### config.mk
export PLATFORM = sky130hd
export DESIGN_NAME = hazard_scoreboard
export DESIGN_NICKNAME = d
export VERILOG_FILES = /design/src/rtl/cpu_pipe_pkg.sv /design/src/rtl/hazard_scoreboard_match.sv /design/src/rtl/hazard_scoreboard.sv
export SDC_FILE = /design/constraint.sdc
export NUM_CORES = 1
export LEC_CHECK = 0
export CORE_MARGIN = 5
export CORE_UTILIZATION = 48
export CTS_CLUSTER_SIZE = 30
export DETAILED_ROUTE_END_ITERATION = 10
export GPL_ROUTABILITY_DRIVEN = 0
export PLACE_DENSITY = 0.78
export SETUP_SLACK_MARGIN = 0.1
export SLEW_MARGIN = 30
export SYNTH_ARGS = -nofsm -noshare
export SYNTH_HDL_FRONTEND = slang
export SYNTH_HIERARCHICAL = 1
export SYNTH_SLANG_ARGS = --single-unit
### constraint.sdc
create_clock -name clk_i -period 2.3 [get_ports clk_i]
set_input_delay 0.23 -clock clk_i [delete_from_list [all_inputs] [get_ports clk_i]]
set_output_delay 0.23 -clock clk_i [all_outputs]
set_load 0.01 [all_outputs]
### src/rtl/cpu_pipe_pkg.sv
// Shared pipeline types and constants for the in-order RISC-V core.
// Default widths match NREG=32, DEPTH=3; hazard_scoreboard re-derives its own widths from its parameters.
package cpu_pipe_pkg;

   localparam int unsigned NREG_DEF  = 32;
   localparam int unsigned DEPTH_DEF = 3;
   localparam int unsigned AW_DEF    = $clog2(NREG_DEF);
   localparam int unsigned LW_DEF    = $clog2(DEPTH_DEF + 1);

   typedef logic [LW_DEF-1:0] fwd_sel_t;

   localparam int unsigned LAT_ALU     = 1;
   localparam int unsigned LAT_LOAD    = 2;
   localparam int unsigned FWD_REGFILE = 0;

   typedef struct packed {
      logic              valid;
      logic [AW_DEF-1:0] rd;
      logic [LW_DEF-1:0] lat;
   } sb_entry_t;

endpackage

### src/rtl/hazard_scoreboard_match.sv
// Per-operand youngest-writer search over the tracked stages.
// Produces the hazard flag and the EX forwarding select for one source operand.
module hazard_match
   import cpu_pipe_pkg::*;
#(
   parameter int unsigned AW    = 5,
   parameter int unsigned LW    = 2,
   parameter int unsigned DEPTH = 3
) (
   input  logic [AW-1:0]       rs,
   input  logic                used,
   input  logic [DEPTH-1:0]    ent_valid,
   input  logic [DEPTH*AW-1:0] ent_rd,
   input  logic [DEPTH*LW-1:0] ent_lat,
   output logic                hazard,
   output logic [LW-1:0]       sel
);

   logic found;

   // At the consumer's EX cycle the writer found at slot j sits one stage further on.
   always_comb begin
      hazard = 1'b0;
      sel    = LW'(FWD_REGFILE);
      found  = 1'b0;
      if (used && (rs != '0)) begin
         for (int unsigned j = 0; j < DEPTH; j++) begin
            if (!found && ent_valid[j] && (ent_rd[j*AW +: AW] == rs)) begin
               found = 1'b1;
               if ((j + 1) < 32'(ent_lat[j*LW +: LW])) begin
                  hazard = 1'b1;
               end else if ((j + 1) < DEPTH) begin
                  sel = LW'(j + 1);
               end
            end
         end
      end
   end

endmodule

### src/rtl/hazard_scoreboard.sv
// Unified hazard/forwarding controller: tracks in-flight writers, raises the ID stall, registers EX selects.
// Define HAZARD_PERF_EN to add saturating stall/flush performance counters.
module hazard_scoreboard
   import cpu_pipe_pkg::*;
#(
   parameter int unsigned NREG  = 32,
   parameter int unsigned NSRC  = 2,
   parameter int unsigned DEPTH = 3,
   parameter int unsigned AW    = $clog2(NREG),
   parameter int unsigned LW    = $clog2(DEPTH + 1)
) (
   input  logic                 clk_i,
   input  logic                 rst_i,
   input  logic                 id_valid_i,
   input  logic [NSRC*AW-1:0]   id_rs_i,
   input  logic [NSRC-1:0]      id_rs_used_i,
   input  logic [AW-1:0]        id_rd_i,
   input  logic                 id_regwrite_i,
   input  logic [LW-1:0]        id_lat_i,
   input  logic                 flush_i,
   output logic                 stall_o,
   output logic [NSRC*LW-1:0]   ex_fwd_sel_o
`ifdef HAZARD_PERF_EN
   ,
   input  logic                 perf_clr_i,
   output logic [31:0]          perf_stall_cnt_o,
   output logic [31:0]          perf_flush_cnt_o
`endif
);

   typedef struct packed {
      logic          valid;
      logic [AW-1:0] rd;
      logic [LW-1:0] lat;
   } entry_t;

   entry_t ent [DEPTH];

   logic [DEPTH-1:0]    ent_valid;
   logic [DEPTH*AW-1:0] ent_rd;
   logic [DEPTH*LW-1:0] ent_lat;
   logic [NSRC-1:0]     op_hazard;
   logic [NSRC*LW-1:0]  sel_next;
   logic                issue;
   logic                load_e0;
   logic [LW-1:0]       lat_in;

   always_comb begin
      ent_valid = '0;
      ent_rd    = '0;
      ent_lat   = '0;
      for (int unsigned j = 0; j < DEPTH; j++) begin
         ent_valid[j]         = ent[j].valid;
         ent_rd[j*AW +: AW]   = ent[j].rd;
         ent_lat[j*LW +: LW]  = ent[j].lat;
      end
   end

   for (genvar n = 0; n < NSRC; n++) begin : g_op
      hazard_match #(
         .AW    (AW),
         .LW    (LW),
         .DEPTH (DEPTH)
      ) u_match (
         .rs        (id_rs_i[n*AW +: AW]),
         .used      (id_rs_used_i[n]),
         .ent_valid (ent_valid),
         .ent_rd    (ent_rd),
         .ent_lat   (ent_lat),
         .hazard    (op_hazard[n]),
         .sel       (sel_next[n*LW +: LW])
      );
   end

   assign stall_o = id_valid_i & ~flush_i & (|op_hazard);
   assign issue   = id_valid_i & ~stall_o & ~flush_i;
   assign load_e0 = issue & id_regwrite_i & (id_rd_i != '0);
   assign lat_in  = (id_lat_i == '0) ? LW'(LAT_ALU) : id_lat_i;

   // The back pipeline never holds: a stall or flush simply feeds a bubble into slot 0.
   always_ff @(posedge clk_i or posedge rst_i) begin
      if (rst_i) begin
         for (int unsigned k = 0; k < DEPTH; k++) begin
            ent[k] <= '0;
         end
         ex_fwd_sel_o <= '0;
      end else begin
         ent[0] <= load_e0 ? '{valid: 1'b1, rd: id_rd_i, lat: lat_in} : '0;
         for (int unsigned k = 1; k < DEPTH; k++) begin
            ent[k] <= ent[k-1];
         end
         ex_fwd_sel_o <= issue ? sel_next : '0;
      end
   end

   lat_range_a: assert property (@(posedge clk_i) disable iff (rst_i)
      (id_valid_i && id_regwrite_i) |-> (32'(id_lat_i) < DEPTH));

`ifdef HAZARD_PERF_EN
   always_ff @(posedge clk_i or posedge rst_i) begin
      if (rst_i) begin
         perf_stall_cnt_o <= '0;
         perf_flush_cnt_o <= '0;
      end else if (perf_clr_i) begin
         perf_stall_cnt_o <= '0;
         perf_flush_cnt_o <= '0;
      end else begin
         if (stall_o && (perf_stall_cnt_o != '1)) begin
            perf_stall_cnt_o <= perf_stall_cnt_o + 32'd1;
         end
         if (flush_i && (perf_flush_cnt_o != '1)) begin
            perf_flush_cnt_o <= perf_flush_cnt_o + 32'd1;
         end
      end
   end
`endif

endmodule

---- Yosys cells after proc, flatten, opt, wreduce, memory -nomap -nowiden ----
Index checks and enable logic that the tools add are counted.
storage, ports and cells
  output and inout bits ................... 5
  register bits after elaboration ......... 20
  input port bits ......................... 24
  logic and storage cells ................. 61
operators by class
  bitwise operators ....................... 8
  reduce and logical (&&, ||, !) cells .... 15
  equality and inequality tests ........... 4
  muxes and demuxes ....................... 25
  magnitude comparators ................... 2
operators by type and width
  cell                count
  $eq 5x5->1          4
  $mux 2              9
  $reduce_bool 5->1   3
  $mux 1              14
  $logic_and 1x1->1   8
  $mux 8              1
  $and 1x1->1         6
  $mux 4              1
  $logic_not 1->1     2
  $logic_not 2->1     1
  $lt 1x2->1 const A  1
  $lt 2x2->1 const A  1
  $not 1->1           2
  $reduce_or 2->1     1

---- Longest topological paths before layout ----
  depth after elaboration ................. 17
  gate-level depth with buffers ........... 7
  mapped depth without buffers ............ 7

---- Modules after synthesis ----
The synthesis kept the hierarchy.
modules (own cells, without submodules)
  module             sequential area each (um^2)  instances  cells each  area each (um^2)
  hazard_scoreboard  700.7                        1          48          847.1
  hazard_match       0.0                          2          24          172.7

---- Worst setup path before layout ----
OpenSTA, ideal clock, no wires.
  path type ............................... register to output
  from .................................... reg ent[11] (netlist name)
  to ...................................... out stall_o
  data required time ...................... 2.070 ns
  cell stages (with the launch flop) ...... 7
  setup slack ............................. 0.330 ns
  path buffers ............................ 0
  data arrival time ....................... 1.740 ns
  cells stage by stage .................... dfrtp_1 > xor2_1 > nor4_1 > nand3_1 > o31ai_1 > nor2_1 > nor3b_1
on the way
  word-level cells in the longest chain between the ends .. 6
  elaborated cells between the ends (all ways) .. 10
  those cells by class .................... 2 x eq/ne; 4 x mux; 1 x bitwise; 3 x reduce/logical
ends and longest elaborated chain
  item                              line                           source
  start: declaration                hazard_scoreboard.sv:37        entry_t ent [DEPTH];
  start signal: indexed assignment  hazard_scoreboard.sv:90        ent[k] <= ent[k-1];
  $eq 5x5->1                        hazard_scoreboard_match.sv:28  if (!found && ent_valid[j] && (ent_rd[j*AW +: AW] == rs)) begin
  $logic_and 1x1->1                 hazard_scoreboard_match.sv:28
  $mux 1                            hazard_scoreboard_match.sv:28
  $mux 1                            hazard_scoreboard_match.sv:26  if (used && (rs != '0)) begin
  named net op_hazard[1]            hazard_scoreboard.sv:42        logic [NSRC-1:0] op_hazard;
  $reduce_or 2->1                   hazard_scoreboard.sv:75        assign stall_o = id_valid_i & ~flush_i & (|op_hazard);
  $and 1x1->1                       hazard_scoreboard.sv:75
  end: declaration                  hazard_scoreboard.sv:21        output logic stall_o,
The timed path passes the listed nets, and every way through them passes these cells.

---- Worst setup path in the final report ----
  from .................................... reg ent[21] (netlist name)
  to ...................................... reg ent[21] (netlist name)
on the way
  word-level cells in the longest chain between the ends .. 17
  elaborated cells between the ends (all ways) .. 30
  those cells by class .................... 2 x eq/ne; 13 x mux; 6 x bitwise; 9 x reduce/logical
ends and longest elaborated chain
  item                            line                           source
  $eq 5x5->1 (*)                  hazard_scoreboard_match.sv:28
  $logic_and 1x1->1 (*)           hazard_scoreboard_match.sv:28
  $mux 1                          hazard_scoreboard_match.sv:28
  $mux 1                          hazard_scoreboard_match.sv:26
  $logic_not 1->1                 hazard_scoreboard_match.sv:28
  $logic_and 1x1->1 (2 in a row)  hazard_scoreboard_match.sv:28
  $mux 1 (*)                      hazard_scoreboard_match.sv:28
  $mux 1 (*)                      hazard_scoreboard_match.sv:26
  named net op_hazard[1]          hazard_scoreboard.sv:42
  $reduce_or 2->1 (*)             hazard_scoreboard.sv:75
  $and 1x1->1 (*)                 hazard_scoreboard.sv:75
  $not 1->1 (*)                   hazard_scoreboard.sv:76        assign issue = id_valid_i & ~stall_o & ~flush_i;
  $and 1x1->1 (*) (2 in a row)    hazard_scoreboard.sv:76
  $and 1x1->1 (*) (2 in a row)    hazard_scoreboard.sv:77        assign load_e0 = issue & id_regwrite_i & (id_rd_i != '0);
  $mux 8 (*)                      hazard_scoreboard.sv:88        ent[0] <= load_e0 ? '{valid: 1'b1, rd: id_rd_i, lat: lat_in} : '0;
Mark *: on every way through the listed nets, which the timed path passes. The rest lies on a longest branch. The select of a mux whose other input is x is not followed.

==> results.py <==
metrics = {
    "placed_design": {
        "dp.cells": 159,
        "hpwlAfterDp_um": 1800,
        "port_buffers": 28,
    },
    "power": {
        "p_per_area_nw_per_um2": 432,
        "leakagePower_nw": 0.775,
        "peakVddDrop_mv": 0.393,
    },
    "final_layout": {
        "syn_to_final_growth_pct": 60.4,
        "instances_no_fill": 171,
        "drive_gt1_share_pct": 34.7,
        "nets": 169,
        "fin_util_pct": 81.1,
        "antenna_cells": 0,
    },
    "sta": {
        "tightestPinTransition_ps": 721,
        "rsz0062_at_grt": "true",
        "max_freq_mhz": 447,
        "hold_slack_ps": 346,
        "finalClockSkew_ps": 11.0,
        "fin_tns_setup_ps": 0,
        "period_share_pct": 97.2,
        "slew_headroom_pct": 51.9,
        "slew_violations": 0,
        "min_period_ps": 2230,
        "timing_hold_violations_final": 0,
        "setup_viol": 0,
    },
    "grt": {
        "grt_pass1_vias": 863,
        "overflow": 0,
        "globalRouteTotalUtil_pct": 16.5,
        "antenna_found_initial": 0,
        "grt_start_max_net_pins": 21,
        "grt_pass1_wl_um": 3950,
    },
    "setup_path": {
        "setup.worst_path.end_class": "flip-flop",
        "crit_end": "ent[21]",
        "critPathMaxFanout": 3,
        "cp.arrival_ps": 2460,
        "timing_worst_setup_path_type": "reg2reg",
        "r2r-end": "ent[21]",
        "r2r-start": "ent[21]",
        "start_kind": "flip-flop",
        "ff2ff_setup_slack_ps": 70,
        "crit_required_ps": 2530,
        "rr_worst_depth": 9,
        "critPathLaunch": "ent[21]",
    },
    "clock_tree": {
        "cts_sinks": 20,
        "cts.clk_slew.worst_paths_ps": 110,
        "cts_buffers": 3,
        "hold_buffers": 0,
        "cts_tree": "yes",
        "root_buffer": "clkbuf_4",
        "ctsHtreeMaxLevel": 1,
        "clkLatencyLatePin_ps": 290,
        "clockBufferDepth": 2,
    },
    "run": {
        "maxCapViolCount": 0,
    },
    "synth": {
        "syn_area_per_cell_um2": 11.3,
        "synthesis.area_um2": 992,
        "yosys_warnings": 6,
        "syn_nets": 112,
        "netlist_instances": 88,
    },
    "detailed_routing": {
        "via_count": 889,
        "via_per_inst": 5.20,
        "drt-initial-drc-count": 32,
        "first_pass_iters": 4,
        "antenna_left": 0,
        "wl_per_cell_um": 15.9,
        "drt_wl_total_um": 2720,
        "drc": 0,
    },
    "die": {
        "die_h_um": 55.5,
        "start_util_pct": 50.6,
        "core_area_um2": 1960,
        "top_level_ports": 29,
        "rows": 16,
        "die_w_um": 55.5,
        "dieArea_um2": 3080,
    },
    "min_path": {
        "hold_path_class": "in2async",
    },
    "run_status": {
        "run_status": "finished clean",
    },
}
[final cells by class]
class,instances,area [um2]
fill,137,370
multi-input combinational,67,562
inverter,1,3.75
clock buffer,4,36.3
sequential,20,502
tap,27,33.8
timing repair buffer,52,454
[power breakdown]
part           switching [W]  leakage, nW  internal [W]
sequential        0.00000822        0.273      0.000360
combinational      0.0000532        0.481     0.0000731
clock              0.0000976       0.0210     0.0000964
[how the worst min path moves through the flow]
| stage | slack, ps | cells after the start | from | end |
|---|---|---|---|---|
| after floorplan | 190 | 1 | rst_i | ent[10] |
| after global placement | 330 | 0 | ent[16] | ent[8] |
| after detailed placement | 340 | 0 | ent[16] | ent[8] |
| after CTS | 360 | 2 | rst_i | ent[8] |
| after global routing | 380 | 0 | ent[16] | ent[8] |
| final | 350 | 2 | rst_i | ex_fwd_sel_o[3] |
[routing by layer]
| layer | track usage (%) | routed length [um] |
|---|---|---|
| met1 | 18.7 | 1200 |
| met2 | 28.7 | 1360 |
| met3 | 4.43 | 145 |
| met4 | 7.29 | 15 |
| met5 | 0 | 0 |
[metrics by stage]
step / power (W) / area [um2] / setup WS, ps
global route: 0.000724 / 1590 / -59.4
detailed placement: 0.000483 / 1430 / -353
floorplan: 0.000410 / 992 / 343
CTS: 0.000677 / 1510 / 28.4
global placement: 0.000480 / 1430 / -335
finish: 0.000688 / 1590 / 65.1
[worst max-delay path, stage by stage (launching register included)]
cell     delay (ps)
dfrtp_1         440
xor2_1          180
nor4_2          360
and2_4          230
o31ai_4          80
buf_4           150
nor4b_4         270
buf_4           200
buf_6           110
and3_4          170
[registers in the layout, indices dropped and copies added (netlist names)]
signal	cells
ent	16
ex_fwd_sel_o	4
[what timing repair did]
action	CTS	global route
buffers inserted	2	5
gates resized for setup	13	16
cloned	1	0
hold endpoints to repair	0	0
setup endpoints to repair	9	9
pin swaps	4	10
[cell usage in the layout (no fill, tap or decap), drive strengths merged, types with 5 or more instances in the layout]
| cell type | instances |
|---|---|
| xor2 | 16 |
| and2 | 8 |
| and3 | 5 |
| buf | 25 |
| nand2 | 5 |
| dfrtp | 20 |
| clkdlybuf4s50 | 19 |
| dlygate4sd2 | 6 |
Note: power is estimated with default switching activity, not from simulation.
